[config.mk]
export PLATFORM = sky130hd
export DESIGN_NAME = sensor_avg_bank
export DESIGN_NICKNAME = d
export VERILOG_FILES = /design/src/rtl/sensor_avg_bank.sv
export SDC_FILE = /design/constraint.sdc
export NUM_CORES = 1
export LEC_CHECK = 0
export BUFFER_PORTS_ARGS = -buffer_cell sky130_fd_sc_hd__clkbuf_2
export CAP_MARGIN = 5
export CORE_ASPECT_RATIO = 0.9
export CORE_MARGIN = 3
export CORE_UTILIZATION = 50
export CTS_CLUSTER_DIAMETER = 40
export DETAILED_ROUTE_END_ITERATION = 10
export GPL_ROUTABILITY_DRIVEN = 0
export PLACE_DENSITY_LB_ADDON = 0.25
export SLEW_MARGIN = 25
export SYNTH_ARGS = -nofsm -noshare
export SYNTH_HDL_FRONTEND = slang
export SYNTH_SLANG_ARGS = --single-unit
[constraint.sdc]
create_clock -name clk -period 7.1 [get_ports clk]
set_input_delay 0.355 -clock clk [delete_from_list [all_inputs] [get_ports clk]]
set_output_delay 0.355 -clock clk [all_outputs]
set_load 0.02 [all_outputs]
[src/rtl/sensor_avg_bank.sv]
// Per-channel exponential averager bank with one shared update datapath and a low-level alarm.
// Latency: sample strobe to avg change is 1..NCH cycles (round-robin service slot); low_alarm lags avg by 1 cycle.
// Backpressure: none; a sample arriving while an older one still waits replaces it and sets the sticky ovr bit.
module sensor_avg_bank #(
   parameter int             NCH      = 4,
   parameter int             W        = 12,
   parameter int             AVG_SH   = 5,
   parameter int             ALARM_CH = 0,
   parameter logic [W-1:0]   LO_TH    = 12'hA98,
   parameter logic [W-1:0]   HYST     = 12'h010
) (
   input  logic               clk,
   input  logic               rst_n,
   input  logic [NCH-1:0]     smpl_vld,
   input  logic [NCH*W-1:0]   smpl_data,
   input  logic [NCH-1:0]     preload,
   input  logic               clr_ovr,
   output logic [NCH*W-1:0]   avg,
   output logic [NCH-1:0]     avg_vld,
   output logic [NCH-1:0]     ovr,
   output logic               low_alarm
);

   localparam int A  = W + AVG_SH;
   localparam int PW = (NCH > 1) ? $clog2(NCH) : 1;
   // Release threshold kept one bit wider so LO_TH+HYST can never wrap.
   localparam logic [W:0] REL_TH = {1'b0, LO_TH} + {1'b0, HYST};

   logic [PW-1:0]  ptr_q, ptr_d;
   logic [A-1:0]   acc_q  [NCH];
   logic [A-1:0]   acc_d  [NCH];
   logic [W-1:0]   hold_q [NCH];
   logic [W-1:0]   hold_d [NCH];
   logic [NCH-1:0] pend_q, pend_d;
   logic [NCH-1:0] vld_q, vld_d;
   logic [NCH-1:0] ovr_q, ovr_d;
   logic           alarm_q, alarm_d;

   logic           serv;
   logic [A-1:0]   sel_acc;
   logic [A-1:0]   upd_acc;
   logic [W-1:0]   sel_hold;
   logic [W-1:0]   alarm_avg;

   // Shared datapath: only the channel under the pointer can be updated this cycle.
   always_comb begin
      sel_acc  = acc_q[ptr_q];
      sel_hold = hold_q[ptr_q];
      serv     = pend_q[ptr_q];
      upd_acc  = sel_acc - (sel_acc >> AVG_SH) + {{AVG_SH{1'b0}}, sel_hold};
      ptr_d    = (ptr_q == PW'(NCH - 1)) ? '0 : ptr_q + 1'b1;
   end

   // Per-channel next state: preload beats service, service beats nothing, a new sample always lands in hold.
   always_comb begin
      for (int i = 0; i < NCH; i++) begin
         acc_d[i]  = acc_q[i];
         hold_d[i] = hold_q[i];
      end
      pend_d = pend_q;
      vld_d  = vld_q;
      ovr_d  = clr_ovr ? '0 : ovr_q;
      for (int i = 0; i < NCH; i++) begin
         if (preload[i]) begin
            acc_d[i]  = {smpl_data[i*W +: W], {AVG_SH{1'b0}}};
            pend_d[i] = 1'b0;
            vld_d[i]  = 1'b1;
         end else begin
            if (serv && (ptr_q == PW'(i))) begin
               acc_d[i]  = upd_acc;
               pend_d[i] = 1'b0;
               vld_d[i]  = 1'b1;
            end
            if (smpl_vld[i]) begin
               hold_d[i] = smpl_data[i*W +: W];
               pend_d[i] = 1'b1;
               // A waiting sample that is not consumed right now gets overwritten.
               if (pend_q[i] && (ptr_q != PW'(i))) begin
                  ovr_d[i] = 1'b1;
               end
            end
         end
      end
   end

   // Low-level alarm with hysteresis, forced low until the monitored channel holds a valid average.
   always_comb begin
      alarm_avg = acc_q[ALARM_CH][A-1:AVG_SH];
      alarm_d   = alarm_q;
      if (!vld_q[ALARM_CH]) begin
         alarm_d = 1'b0;
      end else if (alarm_avg < LO_TH) begin
         alarm_d = 1'b1;
      end else if ({1'b0, alarm_avg} >= REL_TH) begin
         alarm_d = 1'b0;
      end
   end

   // State registers; reset wipes every pending sample and restarts the pointer at channel 0.
   always_ff @(posedge clk or negedge rst_n) begin
      if (!rst_n) begin
         ptr_q   <= '0;
         pend_q  <= '0;
         vld_q   <= '0;
         ovr_q   <= '0;
         alarm_q <= 1'b0;
         for (int i = 0; i < NCH; i++) begin
            acc_q[i]  <= '0;
            hold_q[i] <= '0;
         end
      end else begin
         ptr_q   <= ptr_d;
         pend_q  <= pend_d;
         vld_q   <= vld_d;
         ovr_q   <= ovr_d;
         alarm_q <= alarm_d;
         for (int i = 0; i < NCH; i++) begin
            acc_q[i]  <= acc_d[i];
            hold_q[i] <= hold_d[i];
         end
      end
   end

   for (genvar g = 0; g < NCH; g++) begin : g_avg
      assign avg[g*W +: W] = acc_q[g][A-1:AVG_SH];
   end

   assign avg_vld   = vld_q;
   assign ovr       = ovr_q;
   assign low_alarm = alarm_q;

endmodule

Yosys cells after proc, flatten, opt, wreduce, memory -nomap -nowiden
Index checks and enable logic that the tools add are counted.
Cells by class
  $add $sub $neg: 3
  magnitude comparators: 4
  equal/unequal tests: 7
  multiplexer cells: 53
  bitwise logic cells: 5
  reduce and logical (&&, ||, !) cells: 22
Operator list (count)
  $mux 17: 10
  $mux 1: 36
  $bmux 17 s2: 1
  $bmux 12 s2: 1
  $mux 12: 2
  $add 17x12->17: 1
  $sub 17x12->17: 1
  $ge 12x12->1 const B: 1
  $lt 12x12->1 const B: 1
  $reduce_bool 3->1: 4
  $reduce_bool 2->1: 5
  $logic_and 1x1->1: 8
  $reduce_and 2->1: 4
  $eq 2x2->1 const B: 2
  $mux 4: 1
  $ne 2x2->1 const B: 2
  $not 1->1: 4
  $ge 3x3->1 const B: 1
  $lt 2x3->1 const B: 1
  $ne 3x1->1 const B: 1
  $not 2->3: 1
  $add 2x1->2 const B: 1
  $bmux 1 s2: 1
  $eq 2x1->1 const B: 1
  3 further kinds: 3
Word-level totals
  register bits: 131
  bits of input ports: 59
  output and inout bits: 57

Depth between registers and ports, before layout
Gate-level depths: netlist of run 1.
  word-level depth: 8
  mapped depth: 16
  gate-level depth less buffers: 13

Least setup slack after synthesis of run 1
No wires, ideal clock.
  path kind: flip-flop to flip-flop
  start: reg ptr_q[0]
  end: reg acc_q, in the netlist avg[7]
  library setup time: 152 ps
  data arrival time: 3632 ps
  path slack: 3316 ps
  stages on the path, launching flop included: 14
  buffers on the path: 2
  cell sequence: dfrtp_1 > buf_2 > buf_2 > mux4_2 > fa_1 > inv_1 > fa_1 > a21oi_1 > nor2_1 > o21ai_1 > o22a_1 > nor3_1 > a311oi_1 > o221ai_1
Between the ends
  longest elaborated chain between the ends: 8
  elaborated cells on any way between the ends: 16
  classes of those cells: add/sub: 2; mux: 10; bitwise: 1; reduce/logical: 3
RTL lines
  start, declared: line 29  | logic [PW-1:0] ptr_q, ptr_d;
  start signal, assigned: line 112  | ptr_q <= ptr_d;
  $not 2->3 (not written as such): line 47, 48
  $bmux 17 s2: line 47  | sel_acc = acc_q[ptr_q];
  $mux 17 (not written as such) (2 in series): line 47
  $sub 17x12->17: line 50  | upd_acc = sel_acc - (sel_acc >> AVG_SH) + {{AVG_SH{1'b0}}, sel_hold};
  $add 17x12->17: line 50
  $mux 17: line 69  | if (serv && (ptr_q == PW'(i))) begin
  $mux 17: line 64  | if (preload[i]) begin
  end signal, assigned by index: line 118  | acc_q[i] <= acc_d[i];
  end, declared: line 30  | logic [A-1:0] acc_q [NCH];
Several ways; a longest one is shown, not always the timed one. The select of a mux whose other input is x is not followed.
A chain may end at the register's enable or synchronous reset.

Final worst setup path of run 1
  start: reg ptr_q[0]
  end: reg acc_q, in the netlist avg[43]
The elaborated chain is that of the path after synthesis.

==> metrics.md, run 1 <==
| Metric | Value |
|---|---|
| Result of the run | `complete, no violations` |
| Share of cells above drive strength 1 | `0.302` |
| Maximum fanout encountered on the critical timing path | `19` |
| Worst r2r dst | `avg[43]$_DFFE_PN0P_` |
| Reg-to-reg startpoint | `ptr_q[0]$_DFF_PN0_` |
| Grt ovf | `0` |
| Maximum frequency from static timing analysis | `roughly 220 MHz` |
| Antenna violations before repair | `1` |
| Wire length of the first global-routing pass | `roughly 34000 um` |
| Post-layout nets | `~880` |
| Routed via count | `5969` |
| Initial Util | `0.518` |
| Top_reg_cell synth | `sky130_fd_sc_hd__dfrtp_1` |
| Die W | `between 100 and 150 um` |
| Number of nets produced by synthesis | `a little over 800` |
| Largest net degree at the start of global routing | `80` |
| Average cell area after synthesis | `~11 um^2` |
| Final routed wirelength across all metal layers | `about 22000 um` |
| Post-CTS Hold Fix Bufs | `1` |
| Minimum clock period after layout | `~4600 ps` |
| Number of cells traversed by the worst hold path | `3` |
| Summed negative setup slack over all endpoints | `0 ps` |
| Arr. time, crit path | `approximately 4900 ps` |
| Number of placement rows | `42` |
| Hold Crit Class | `input port to register` |
| Seq pwr share | `0.348` |
| Final antenna diode count | `0` |
| Minimum setup slack among reg-to-reg paths | `2520 ps` |
| Crit share post-route | `0.645` |
| Buffer count from post-CTS setup fixing | `0` |
| Worst max-slew margin expressed relative to the limit | `0.422` |
| Clock H-tree levels | `4` |
| Synthesis-to-finish area growth | `12.5%` |
| Hold path start | `smpl_data[14]` |
| Tightest Pin Transition | `a little under 900 ps` |
| Number of failing hold endpoints at the final stage | `0` |
| Via density | `5.99` |
| Cell at the slowest stage of the critical path | `sky130_fd_sc_hd__dfrtp_2` |
| Post-synthesis instance total | `734` |
| EDFF count, synth | `0` |
| Clock buffer count from CTS | `17` |
| Detail-routed net length per standard cell | `21.7 um` |
| Final Util | `0.582` |
| Kind of critical path | `register to register` |
| Area share of the leading cell type in the synthesized netlist | `0.424` |
| Pins Over Slew Limit | `0` |
| Comb pwr share | `0.281` |
| Most frequent cell after synthesis | `sky130_fd_sc_hd__dfrtp_1` |
| Drt first pass iters | `5` |
| Post-route ant nets | `0` |
| Net load switching power | `866 uW` |
| Post-route insts no fill | `996` |
| Leakage power of the design | `3.98 nW` |
| Number of fill cells | `1278` |
| Library cells used by synthesis | `46` |
| Power per cell area | `301 nW/um^2` |
| Buffer and inverter count on the worst path | `2` |
| Cell area after technology mapping | `7720 um^2` |
| DRT iter0 DRCs | `between 500 and 600` |
| Clock network fraction of total power | `0.371` |
| FF+latch count, synth | `131` |
| Logic depth of the worst register-to-register path | `12` |
| Clock latency on the worst-skew pair | `~440 ps` |
| Residual DRC | `0` |
| Internal power | `around 1.8 mW` |
| Number of sinks handled by clock tree synthesis | `roughly 130` |
| Aggregate global-route resource usage | `0.265` |
| Portion of the post-synthesis area used by sequential elements | `0.424` |
| Total I/O pin count | `approximately 120` |
| Worst path most repeated cell | `sky130_fd_sc_hd__fa_1` |
| Clock root buffer master | `sky130_fd_sc_hd__clkbuf_16` |
| Gate family responsible for the most delay along the worst path | `compound AO/OA/AOI/OAI gates` |
| Yosys top cell by area | `sky130_fd_sc_hd__dfrtp_1` |
| Crit-path max cell delay | `between 700 and 800 ps` |
| Setup repair after global routing missed its margin | `no` |
| Via count of the first global-routing pass | `about 6000` |
| Setup crit start kind | `register` |
| Number of buffer cells added on primary ports | `between 100 and 150` |
| Post-CTS sizing | `0` |
| Placed cells | `~960` |
| Critical path, cell by cell | `buf_4 -> mux4_2 -> fa_1 -> inv_1 -> fa_1 -> a21oi_1 -> nor2_1 -> o21ai_1 -> o22a_1 -> nor3_1 -> a311oi_1 -> o221ai_1` |
| IR drop worst, VDD | `approximately 210 uV` |
| Detailed Place HPWL | `~15000 um` |
| TritonCTS clock tree | `done` |
| Capture endpoint of the worst hold path | `avg[14]$_DFFE_PN0P_` |
| Number of max-cap violations | `0` |
| Endpoint kind of the worst setup timing path | `register` |
| Count of synthesis-stage warnings from yosys | `0` |
| Leading cell types by total area after synthesis | `sky130_fd_sc_hd__dfrtp_1 42%, sky130_fd_sc_hd__mux4_2 8.7%, sky130_fd_sc_hd__mux2_2 7.0%, sky130_fd_sc_hd__buf_4 5.1%, sky130_fd_sc_hd__nand2_1 4.3%` |
| Maximum clock skew at final layout | `11.0 ps` |
| Async SR Flop Fraction | `1.00` |
| Buffer levels on the longest clock path | `2` |
| Setup violation total in the final timing report | `0` |
| Total core area | `14900 um^2` |
| Switching Fraction | `0.331` |
| Area of the die | `17000 um^2` |
| Data required time at the worst endpoint | `7360 ps` |
| Clock transition at the registers of the reported paths | `~60 ps` |
| Die height | `~120 um` |
| Post-synth top cells | `131 x sky130_fd_sc_hd__dfrtp_1, 89 x sky130_fd_sc_hd__nand2_1, 60 x sky130_fd_sc_hd__inv_1, 53 x sky130_fd_sc_hd__a21oi_1, 52 x sky130_fd_sc_hd__buf_4` |
## per-layer routing
layer / up-vias / track usage / share of wire / wire length, um
li1: 2605 / - / - / -
met1: 3022 / 0.361 / 0.42 / 9010
met2: 289 / 0.416 / 0.48 / 10300
met3: 51 / 0.0618 / 0.081 / 1750
met4: 2 / 0.101 / 0.025 / 549
met5: - / 0 / 0.00060 / 13
## final cells by class
class,instances,area [um^2],share of cell area
Multi-Input combinational cell,452,3640,0.419
Clock inverter,13,205,0.0236
Inverter,60,225,0.0259
Tap cell,198,248,0.0285
Timing Repair Buffer,123,644,0.0742
Sequential cell,131,3280,0.377
Clock buffer,19,443,0.0510
## power groups by stage
stage / Combinational [mW] / Sequential [mW] / Clock (mW)
5_1_grt: 0.808 / 0.919 / 1.01
2_1_floorplan: 0.573 / 0.890 / 0
3_5_place_dp: 0.721 / 0.921 / 0
3_3_place_gp: 0.705 / 0.914 / 0
4_1_cts: 0.730 / 0.909 / 0.977
6_report: 0.736 / 0.911 / 0.972
## stage by stage
stage / cell area (um^2) / setup slack (ps) / power [mW] / hold WS, ps
floorplan: 7720 / 3320 / 1.46 / 59.4
global placement: 8030 / 2590 / 1.62 / 424
detailed placement: 8030 / 2500 / 1.64 / 437
CTS: 8690 / 2480 / 2.61 / 135
global route: 8690 / 2200 / 2.74 / 150
finish: 8690 / 2520 / 2.62 / 143
## cell usage in the layout (no fill, tap or decap), types with 4 or more instances in the layout
master / synthesis / final
sky130_fd_sc_hd__nor3b_1: 8 / 8
sky130_fd_sc_hd__ha_1: 21 / 21
sky130_fd_sc_hd__mux2_2: 48 / 48
sky130_fd_sc_hd__xor2_1: 5 / 5
sky130_fd_sc_hd__nor2_1: 37 / 37
sky130_fd_sc_hd__fa_1: 12 / 12
sky130_fd_sc_hd__a211oi_1: 6 / 6
sky130_fd_sc_hd__clkbuf_2: 0 / 114
sky130_fd_sc_hd__a21oi_1: 53 / 53
sky130_fd_sc_hd__bufinv_16: 0 / 5
sky130_fd_sc_hd__nand2b_1: 8 / 8
sky130_fd_sc_hd__xnor2_1: 7 / 7
sky130_fd_sc_hd__nor2b_1: 11 / 11
sky130_fd_sc_hd__a21o_1: 5 / 5
sky130_fd_sc_hd__dfrtp_1: 131 / 130
sky130_fd_sc_hd__nand3b_1: 6 / 6
sky130_fd_sc_hd__o21bai_1: 5 / 5
sky130_fd_sc_hd__clkbuf_16: 0 / 17
sky130_fd_sc_hd__and2_4: 4 / 4
sky130_fd_sc_hd__nand2_1: 89 / 89
sky130_fd_sc_hd__mux2i_1: 9 / 9
sky130_fd_sc_hd__o221ai_1: 24 / 24
sky130_fd_sc_hd__buf_4: 52 / 7
sky130_fd_sc_hd__o21ai_0: 31 / 31
sky130_fd_sc_hd__mux4_2: 30 / 30
sky130_fd_sc_hd__inv_1: 60 / 60
sky130_fd_sc_hd__nand3_1: 5 / 5
sky130_fd_sc_hd__or3_1: 4 / 4
## registers in the layout, summed over array words and instances, names as in the netlist
| name | count |
|---|---|
| pend_q | 4 |
| hold_q | 48 |
| acc_q | 20 |
| ovr | 4 |
| ptr_q | 2 |
| avg | 48 |
| avg_vld | 4 |
| low_alarm | 1 |
## worst reg2reg max path: cells and delay by family (launching register included)
family                     cells  cell delay, ps
DFF                            1             780
and+or+nand+nor                2             140
buffers and inverters          2             500
adders and majority gates      2            1010
muxes                          1             610
AOI/OAI and AO/OA              5            1380
## worst max path at each step
stage	start	end	cells past startpoint
detailed placement	ptr_q[0]$_DFF_PN0_	avg[43]$_DFFE_PN0P_	12
finish	ptr_q[0]$_DFF_PN0_	avg[43]$_DFFE_PN0P_	12
global placement	ptr_q[0]$_DFF_PN0_	avg[7]$_DFFE_PN0P_	12
CTS	ptr_q[0]$_DFF_PN0_	avg[43]$_DFFE_PN0P_	12
global route	ptr_q[0]$_DFF_PN0_	avg[31]$_DFFE_PN0P_	12
floorplan	ptr_q[0]$_DFF_PN0_	avg[7]$_DFFE_PN0P_	13
## kinds of logic (layout without fill, tap and decap cells)
kind of cell	Yosys count	after routing	synth area share
compound gates	138	138	0.113
xor+xnor	12	12	0.0136
fa+ha+maj	33	33	0.0651
buf+inv	151	215	0.104
flops	131	131	0.424
mux	87	87	0.169
simple gates	182	182	0.111
No activity file was read; power rests on OpenSTA's default activity.
==> run 2: changes to the inputs <==
==> constraint.sdc (replaced) <==
create_clock -name clk -period 4.3 [get_ports clk]
set_input_delay 0.215 -clock clk [delete_from_list [all_inputs] [get_ports clk]]
set_output_delay 0.215 -clock clk [all_outputs]
set_load 0.02 [all_outputs]
==> run 2 against run 1 <==
Compared with the run above: final area grew 0.49%; count of clock-buffer cells in the layout grew 5; worst hold slack lost 140 ps; register-to-register slack lost 2300 ps; non-clock buffer count grew 2; maximum frequency grew 13%; critical path depth shrank 1; wire length grew 0.54%; cell count grew 0.20%; flip-flop and latch count is the same; utilization grew 0.29 points; critical path type unchanged; largest cell class unchanged; largest power group unchanged.
==> metrics.md, run 2 (synthesis gave the netlist of run 1 again) <==
| Metric | Value |
|---|---|
| Leakage power of the design | `4.01 nW` |
| Hold path start | `smpl_data[12]` |
| Most common cell after layout, fill and taps aside | `sky130_fd_sc_hd__dfrtp_1` |
| Maximum clock skew at final layout | `between 7 and 8 ps` |
| Kind of critical path | `register to register` |
| Clock network fraction of total power | `0.363` |
| Clock latency on the worst-skew pair | `~430 ps` |
| Largest net degree at the start of global routing | `47` |
| Number of sinks handled by clock tree synthesis | `approximately 130` |
| Maximum frequency from static timing analysis | `~250 MHz` |
| Grt ovf | `0` |
| Commonest non-fill, non-tap cells in the layout | `130 x sky130_fd_sc_hd__dfrtp_1, 114 x sky130_fd_sc_hd__clkbuf_2, 89 x sky130_fd_sc_hd__nand2_1` |
| Result of the run | `complete, no violations` |
| Amount of wire on met2 after detailed routing | `roughly 10000 um` |
| Clock buffer count from CTS | `17` |
| Net load switching power | `between 1 and 1.5 mW` |
| Max layer used | `met4` |
| Synthesis-to-finish area growth | `13.0%` |
| Minimum clock period after layout | `between 4000 and 5000 ps` |
| Maximum fanout encountered on the critical timing path | `23` |
| Data required time at the worst endpoint | `roughly 4600 ps` |
| Number of cells traversed by the worst hold path | `3` |
| Hold Crit Class | `input port to register` |
| Die height | `approximately 120 um` |
| Total I/O pin count | `about 120` |
| Routed length on met3 | `a little under 2000 um` |
| Tightest Pin Transition | `roughly 880 ps` |
| Endpoint kind of the worst setup timing path | `register` |
| Setup crit start kind | `register` |
| Clock H-tree levels | `4` |
| Via count of the first global-routing pass | `just over 6000` |
| Share of cells above drive strength 1 | `0.306` |
| Reg-to-reg startpoint | `ptr_q[0]$_DFF_PN0_` |
| Post-route ant nets | `0` |
| IR drop worst, VDD | `301 uV` |
| Logic depth of the worst register-to-register path | `11` |
| Residual DRC | `0` |
| Capture endpoint of the worst hold path | `avg[12]$_DFFE_PN0P_` |
| Setup repair after global routing missed its margin | `no` |
| Final routed wirelength across all metal layers | `21700 um` |
| Area of the die | `17000 um^2` |
| Post-layout nets | `879` |
| Final antenna diode count | `0` |
| Die W | `about 140 um` |
| Total core area | `~15000 um^2` |
| DRT iter0 DRCs | `between 500 and 600` |
| Routed met1 length | `9120 um` |
| Detail-routed net length per standard cell | `~22 um` |
| Via density | `6.03` |
| Buffer count from post-CTS setup fixing | `0` |
| TritonCTS clock tree | `done` |
| Comb pwr share | `0.288` |
| Placed cell area | `around 8100 um^2` |
| Arr. time, crit path | `~4300 ps` |
| Setup violation total in the final timing report | `0` |
| Summed negative setup slack over all endpoints | `0 ps` |
| Minimum setup slack among reg-to-reg paths | `approximately 240 ps` |
| Initial Util | `0.518` |
| Clock root buffer master | `sky130_fd_sc_hd__clkbuf_16` |
| Crit share post-route | `0.943` |
| Aggregate global-route resource usage | `0.268` |
| Pins Over Slew Limit | `0` |
| Wire length of the first global-routing pass | `roughly 34000 um` |
| Switching Fraction | `0.328` |
| Seq pwr share | `0.349` |
| Worst max-slew margin expressed relative to the limit | `0.413` |
| Power per cell area | `approximately 490 nW/um^2` |
| Detailed Place HPWL | `14900 um` |
| Design Area, Final | `8730 um^2` |
| Number of max-cap violations | `0` |
| Buffer levels on the longest clock path | `2` |
| Antenna violations before repair | `0` |
| Number of placement rows | `42` |
| Number of buffer cells added on primary ports | `around 120` |
| Number of failing hold endpoints at the final stage | `0` |
| Internal power | `about 2.9 mW` |
| Worst r2r dst | `avg[4]$_DFFE_PN0P_` |
| Routed via count | `roughly 6000` |
| Drt first pass iters | `5` |
| Clock transition at the registers of the reported paths | `~60 ps` |
run 2: changes by cell type in the layout (fill, tap and decap cells not counted), moves of 2 or more:
cell	previous run	this run
sky130_fd_sc_hd__buf_4	7	9
sky130_fd_sc_hd__clkbuf_1	1	3
sky130_fd_sc_hd__clkbuf_8	1	4
sky130_fd_sc_hd__clkinvlp_4	3	0
sky130_fd_sc_hd__xnor2_1	7	5
sky130_fd_sc_hd__xnor2_2	0	2
run 2: routing by layer:
metal  track usage  up-vias
met3        0.0658       42
met2         0.419      329
li1              -     2607
met1         0.377     3038
met4        0.0729        0
met5             0        -
run 2: cell type report:
cell class | count | area [um^2]
fillers | 1239 | 6190
multi-input cells | 452 | 3670
flip-flops and latches | 131 | 3280
repair buffers | 125 | 668
clock buffers | 24 | 492
well taps | 198 | 248
inverters | 60 | 225
clock inverters | 8 | 148
run 2: per-stage QoR:
stage	power [mW]	setup WS (ps)	std cells	hold WS, ps	utilization
4_1_cts	4.28	132	998	0.912	0.583
5_1_grt	4.50	37.0	998	16.5	0.585
3_5_place_dp	2.71	213	965	253	0.540
2_1_floorplan	2.42	516	734	-80.6	-
3_3_place_gp	2.68	299	965	244	0.540
6_report	4.31	243	998	7.35	0.585
run 2: how the worst max path moves through the flow:
stage | from | endpoint | slack (ps) | cells past startpoint
final | ptr_q[0]$_DFF_PN0_ | avg[4]$_DFFE_PN0P_ | 240 | 11
after CTS | ptr_q[0]$_DFF_PN0_ | avg[31]$_DFFE_PN0P_ | 130 | 12
after floorplan | ptr_q[0]$_DFF_PN0_ | avg[7]$_DFFE_PN0P_ | 520 | 13
after global placement | ptr_q[0]$_DFF_PN0_ | avg[11]$_DFFE_PN0P_ | 300 | 12
after global routing | ptr_q[0]$_DFF_PN0_ | avg[4]$_DFFE_PN0P_ | 40 | 11
after detailed placement | ptr_q[0]$_DFF_PN0_ | avg[31]$_DFFE_PN0P_ | 210 | 12
run 2: power by group through the flow:
stage / clock network (mW) / logic (mW) / registers [mW]
floorplan: 0 / 0.945 / 1.47
global placement: 0 / 1.16 / 1.51
detailed placement: 0 / 1.19 / 1.52
CTS: 1.57 / 1.21 / 1.50
global route: 1.63 / 1.36 / 1.52
finish: 1.57 / 1.24 / 1.50
run 2: what timing repair did:
item / CTS / global route
hold buffers: 1 / 0
resized for setup: 0 / 5
endpoints found under the setup margin: 0 / 32
hold endpoints to repair: 44 / 0
run 2: worst max-delay path, cell delays in order, from the launching register on:
cell                       delay [ps]
sky130_fd_sc_hd__dfrtp_4          590
sky130_fd_sc_hd__buf_12           260
sky130_fd_sc_hd__mux4_2           570
sky130_fd_sc_hd__fa_1             560
sky130_fd_sc_hd__inv_1             40
sky130_fd_sc_hd__ha_1             370
sky130_fd_sc_hd__o211ai_1         180
sky130_fd_sc_hd__o21bai_1         240
sky130_fd_sc_hd__a21boi_1         310
sky130_fd_sc_hd__nor3_1           110
sky130_fd_sc_hd__a311oi_2         440
sky130_fd_sc_hd__o221ai_1         210
==> run 3: changes to the inputs <==
--- a/config.mk
+++ b/config.mk
@@ -7,12 +7,15 @@
 export LEC_CHECK = 0
 export BUFFER_PORTS_ARGS = -buffer_cell sky130_fd_sc_hd__clkbuf_2
 export CAP_MARGIN = 5
+export CELL_PAD_IN_SITES_DETAIL_PLACEMENT = 0
+export CELL_PAD_IN_SITES_GLOBAL_PLACEMENT = 1
 export CORE_ASPECT_RATIO = 0.9
 export CORE_MARGIN = 3
-export CORE_UTILIZATION = 50
+export CORE_UTILIZATION = 45
 export CTS_CLUSTER_DIAMETER = 40
 export DETAILED_ROUTE_END_ITERATION = 10
 export GPL_ROUTABILITY_DRIVEN = 0
+export MAX_ROUTING_LAYER = met4
 export PLACE_DENSITY_LB_ADDON = 0.25
 export SLEW_MARGIN = 25
 export SYNTH_ARGS = -nofsm -noshare
==> run 3 against run 2 <==
Compared with the run above: maximum frequency up 0.95%; sequential share of layout area up 0.37 points; die area up 11%; utilization down 6.0 points; cell count up 1.1%; critical path depth up 1; critical path type unchanged.
==> metrics.md, run 3 (synthesis gave the netlist of run 1 again) <==
| Metric | Value |
|---|---|
| Number of buffer cells added on primary ports | `approximately 120` |
| Share of cells above drive strength 1 | `0.305` |
| Clock buffer count from CTS | `17` |
| Post-CTS sizing | `0` |
| Clock root buffer master | `sky130_fd_sc_hd__clkbuf_16` |
| Detail-routed net length per standard cell | `around 22 um` |
| Setup crit start kind | `register` |
| Total core area | `roughly 16000 um^2` |
| Post-layout nets | `between 800 and 900` |
| Maximum fanout encountered on the critical timing path | `11` |
| Total I/O pin count | `around 120` |
| Post-route insts no fill | `slightly above 1000` |
| Commonest non-fill, non-tap cells in the layout | `130 x sky130_fd_sc_hd__dfrtp_1, 114 x sky130_fd_sc_hd__clkbuf_2, 89 x sky130_fd_sc_hd__nand2_1` |
| Via count of the first global-routing pass | `a little over 6000` |
| Antenna violations before repair | `0` |
| Clock latency on the worst-skew pair | `approximately 430 ps` |
| Summed negative setup slack over all endpoints | `0 ps` |
| Post-route ant nets | `0` |
| Aggregate global-route resource usage | `0.261` |
| Die height | `approximately 130 um` |
| Most common cell after layout, fill and taps aside | `sky130_fd_sc_hd__dfrtp_1` |
| Clock H-tree levels | `4` |
| Number of max-cap violations | `0` |
| Hold Slack | `roughly 16 ps` |
| Grt ovf | `0` |
| Maximum clock skew at final layout | `~12 ps` |
| Minimum clock period after layout | `roughly 4000 ps` |
| Area of the die | `18800 um^2` |
| Buffer levels on the longest clock path | `2` |
| Number of sinks handled by clock tree synthesis | `roughly 130` |
| Hold Crit Class | `input port to register` |
| Tightest Pin Transition | `~900 ps` |
| Routed via count | `5918` |
| Detailed Place HPWL | `roughly 16000 um` |
| Synthesis-to-finish area growth | `11.9%` |
| Critical path, cell by cell | `buf_4 -> mux4_2 -> fa_1 -> inv_1 -> ha_1 -> a21oi_1 -> nor2_1 -> o21ai_1 -> o221a_2 -> o211ai_1 -> xnor2_1 -> o221ai_1` |
| Via density | `about 5.9` |
| Worst max-slew margin expressed relative to the limit | `0.399` |
| DRT iter0 DRCs | `about 460` |
| Leakage power of the design | `3.96 nW` |
| Residual DRC | `0` |
| Result of the run | `complete, no violations` |
| Number of placement rows | `44` |
| Final antenna diode count | `0` |
| Initial Util | `0.469` |
| Placed cells | `between 900 and 1000` |
| Kind of critical path | `register to register` |
| Crit share post-route | `0.935` |
| Arr. time, crit path | `roughly 4300 ps` |
| Crit-path max cell delay | `approximately 560 ps` |
| Power, Total | `between 4 and 5 mW` |
| Setup repair after global routing missed its margin | `no` |
| Die W | `144 um` |
| Endpoint kind of the worst setup timing path | `register` |
| Maximum frequency from static timing analysis | `249 MHz` |
| Final routed wirelength across all metal layers | `22700 um` |
| Number of failing hold endpoints at the final stage | `0` |
| Drt first pass iters | `5` |
| TritonCTS clock tree | `done` |
| Number of fill cells | `approximately 1500` |
| IR drop worst, VDD | `about 290 uV` |
| Wire length of the first global-routing pass | `around 35000 um` |
| Setup violation total in the final timing report | `0` |
| Clock transition at the registers of the reported paths | `roughly 60 ps` |
| Largest net degree at the start of global routing | `just over 70` |
| Power per cell area | `473 nW/um^2` |
| Pins Over Slew Limit | `0` |
| Cell at the slowest stage of the critical path | `sky130_fd_sc_hd__dfrtp_2` |
| Data required time at the worst endpoint | `4560 ps` |
==> run 3: cell types whose count changed in the layout (fill, tap and decap cells not counted), sizes merged <==
cell | previous run | this run
buf | 10 | 13
bufinv | 4 | 1
clkbuf | 138 | 132
clkinv | 4 | 8
clkinvlp | 0 | 3
inv | 60 | 61
==> run 3: stage by stage <==
step / setup WS [ps] / cell area, um^2 / utilization
CTS: 302 / 8640 / 0.525
global placement: 376 / 8090 / 0.491
detailed placement: 301 / 8090 / 0.491
finish: 282 / 8640 / 0.525
floorplan: 516 / 7720 / -
global route: 18.8 / 8640 / 0.525
==> run 3: area by class of cell <==
type	count	area (um^2)	share of cell area
Inverter	60	225	0.0261
Clock buffer	18	429	0.0497
Multi-Input combinational cell	452	3640	0.422
Tap cell	207	259	0.0300
Sequential cell	131	3280	0.380
Timing Repair Buffer	128	691	0.0799
Clock inverter	13	113	0.0130
==> run 3: power breakdown <==
| part | internal (mW) | total [mW] | switching (mW) |
|---|---|---|---|
| Combinational | 0.482 | 1.23 | 0.752 |
| Clock | 0.788 | 1.35 | 0.562 |
| Sequential | 1.38 | 1.50 | 0.121 |
| Total | 2.65 | 4.09 | 1.44 |
==> run 3: critical path: cells and delay by family, from the launching register on <==
kind	cells	cell delay, ps
AO/OA/AOI/OAI	5	1070
AND/OR/NAND/NOR	1	90
flip-flops	1	560
XOR/XNOR	1	370
multiplexers	1	550
adder cells (fa/ha/maj)	2	880
buffers and inverters	2	320
==> run 3: worst paths after layout <==
kind                                        startpoint                endpoint  slack [ps]  depth (start not counted)
min in group asynchronous                        rst_n  hold_q[27]$_DFFE_PN0P_         480                          2
worst max-delay path                ptr_q[0]$_DFF_PN0_     avg[35]$_DFFE_PN0P_         280                         12
worst min-delay path                     smpl_data[10]     avg[10]$_DFFE_PN0P_          20                          3
max in group asynchronous                        rst_n  hold_q[23]$_DFFE_PN0P_        2840                          3
worst min register to register  avg_vld[2]$_DFFE_PN0P_  avg_vld[2]$_DFFE_PN0P_         470                          1
worst max register to register      ptr_q[0]$_DFF_PN0_     avg[35]$_DFFE_PN0P_         280                         12
==> run 3: layer usage <==
metal / global-route usage / vias to the layer above / wire length [um]
met5: - / - / 0
met4: 0.0742 / 0 / 462
met3: 0.0487 / 39 / 1180
met2: 0.390 / 206 / 10500
met1: 0.367 / 3063 / 10500
li1: - / 2610 / -
==> run 3: what timing repair did <==
action	in CTS	in global routing
endpoints found under the setup margin	0	0
buffers inserted	0	0
hold endpoints to repair	68	0
hold buffers	1	0
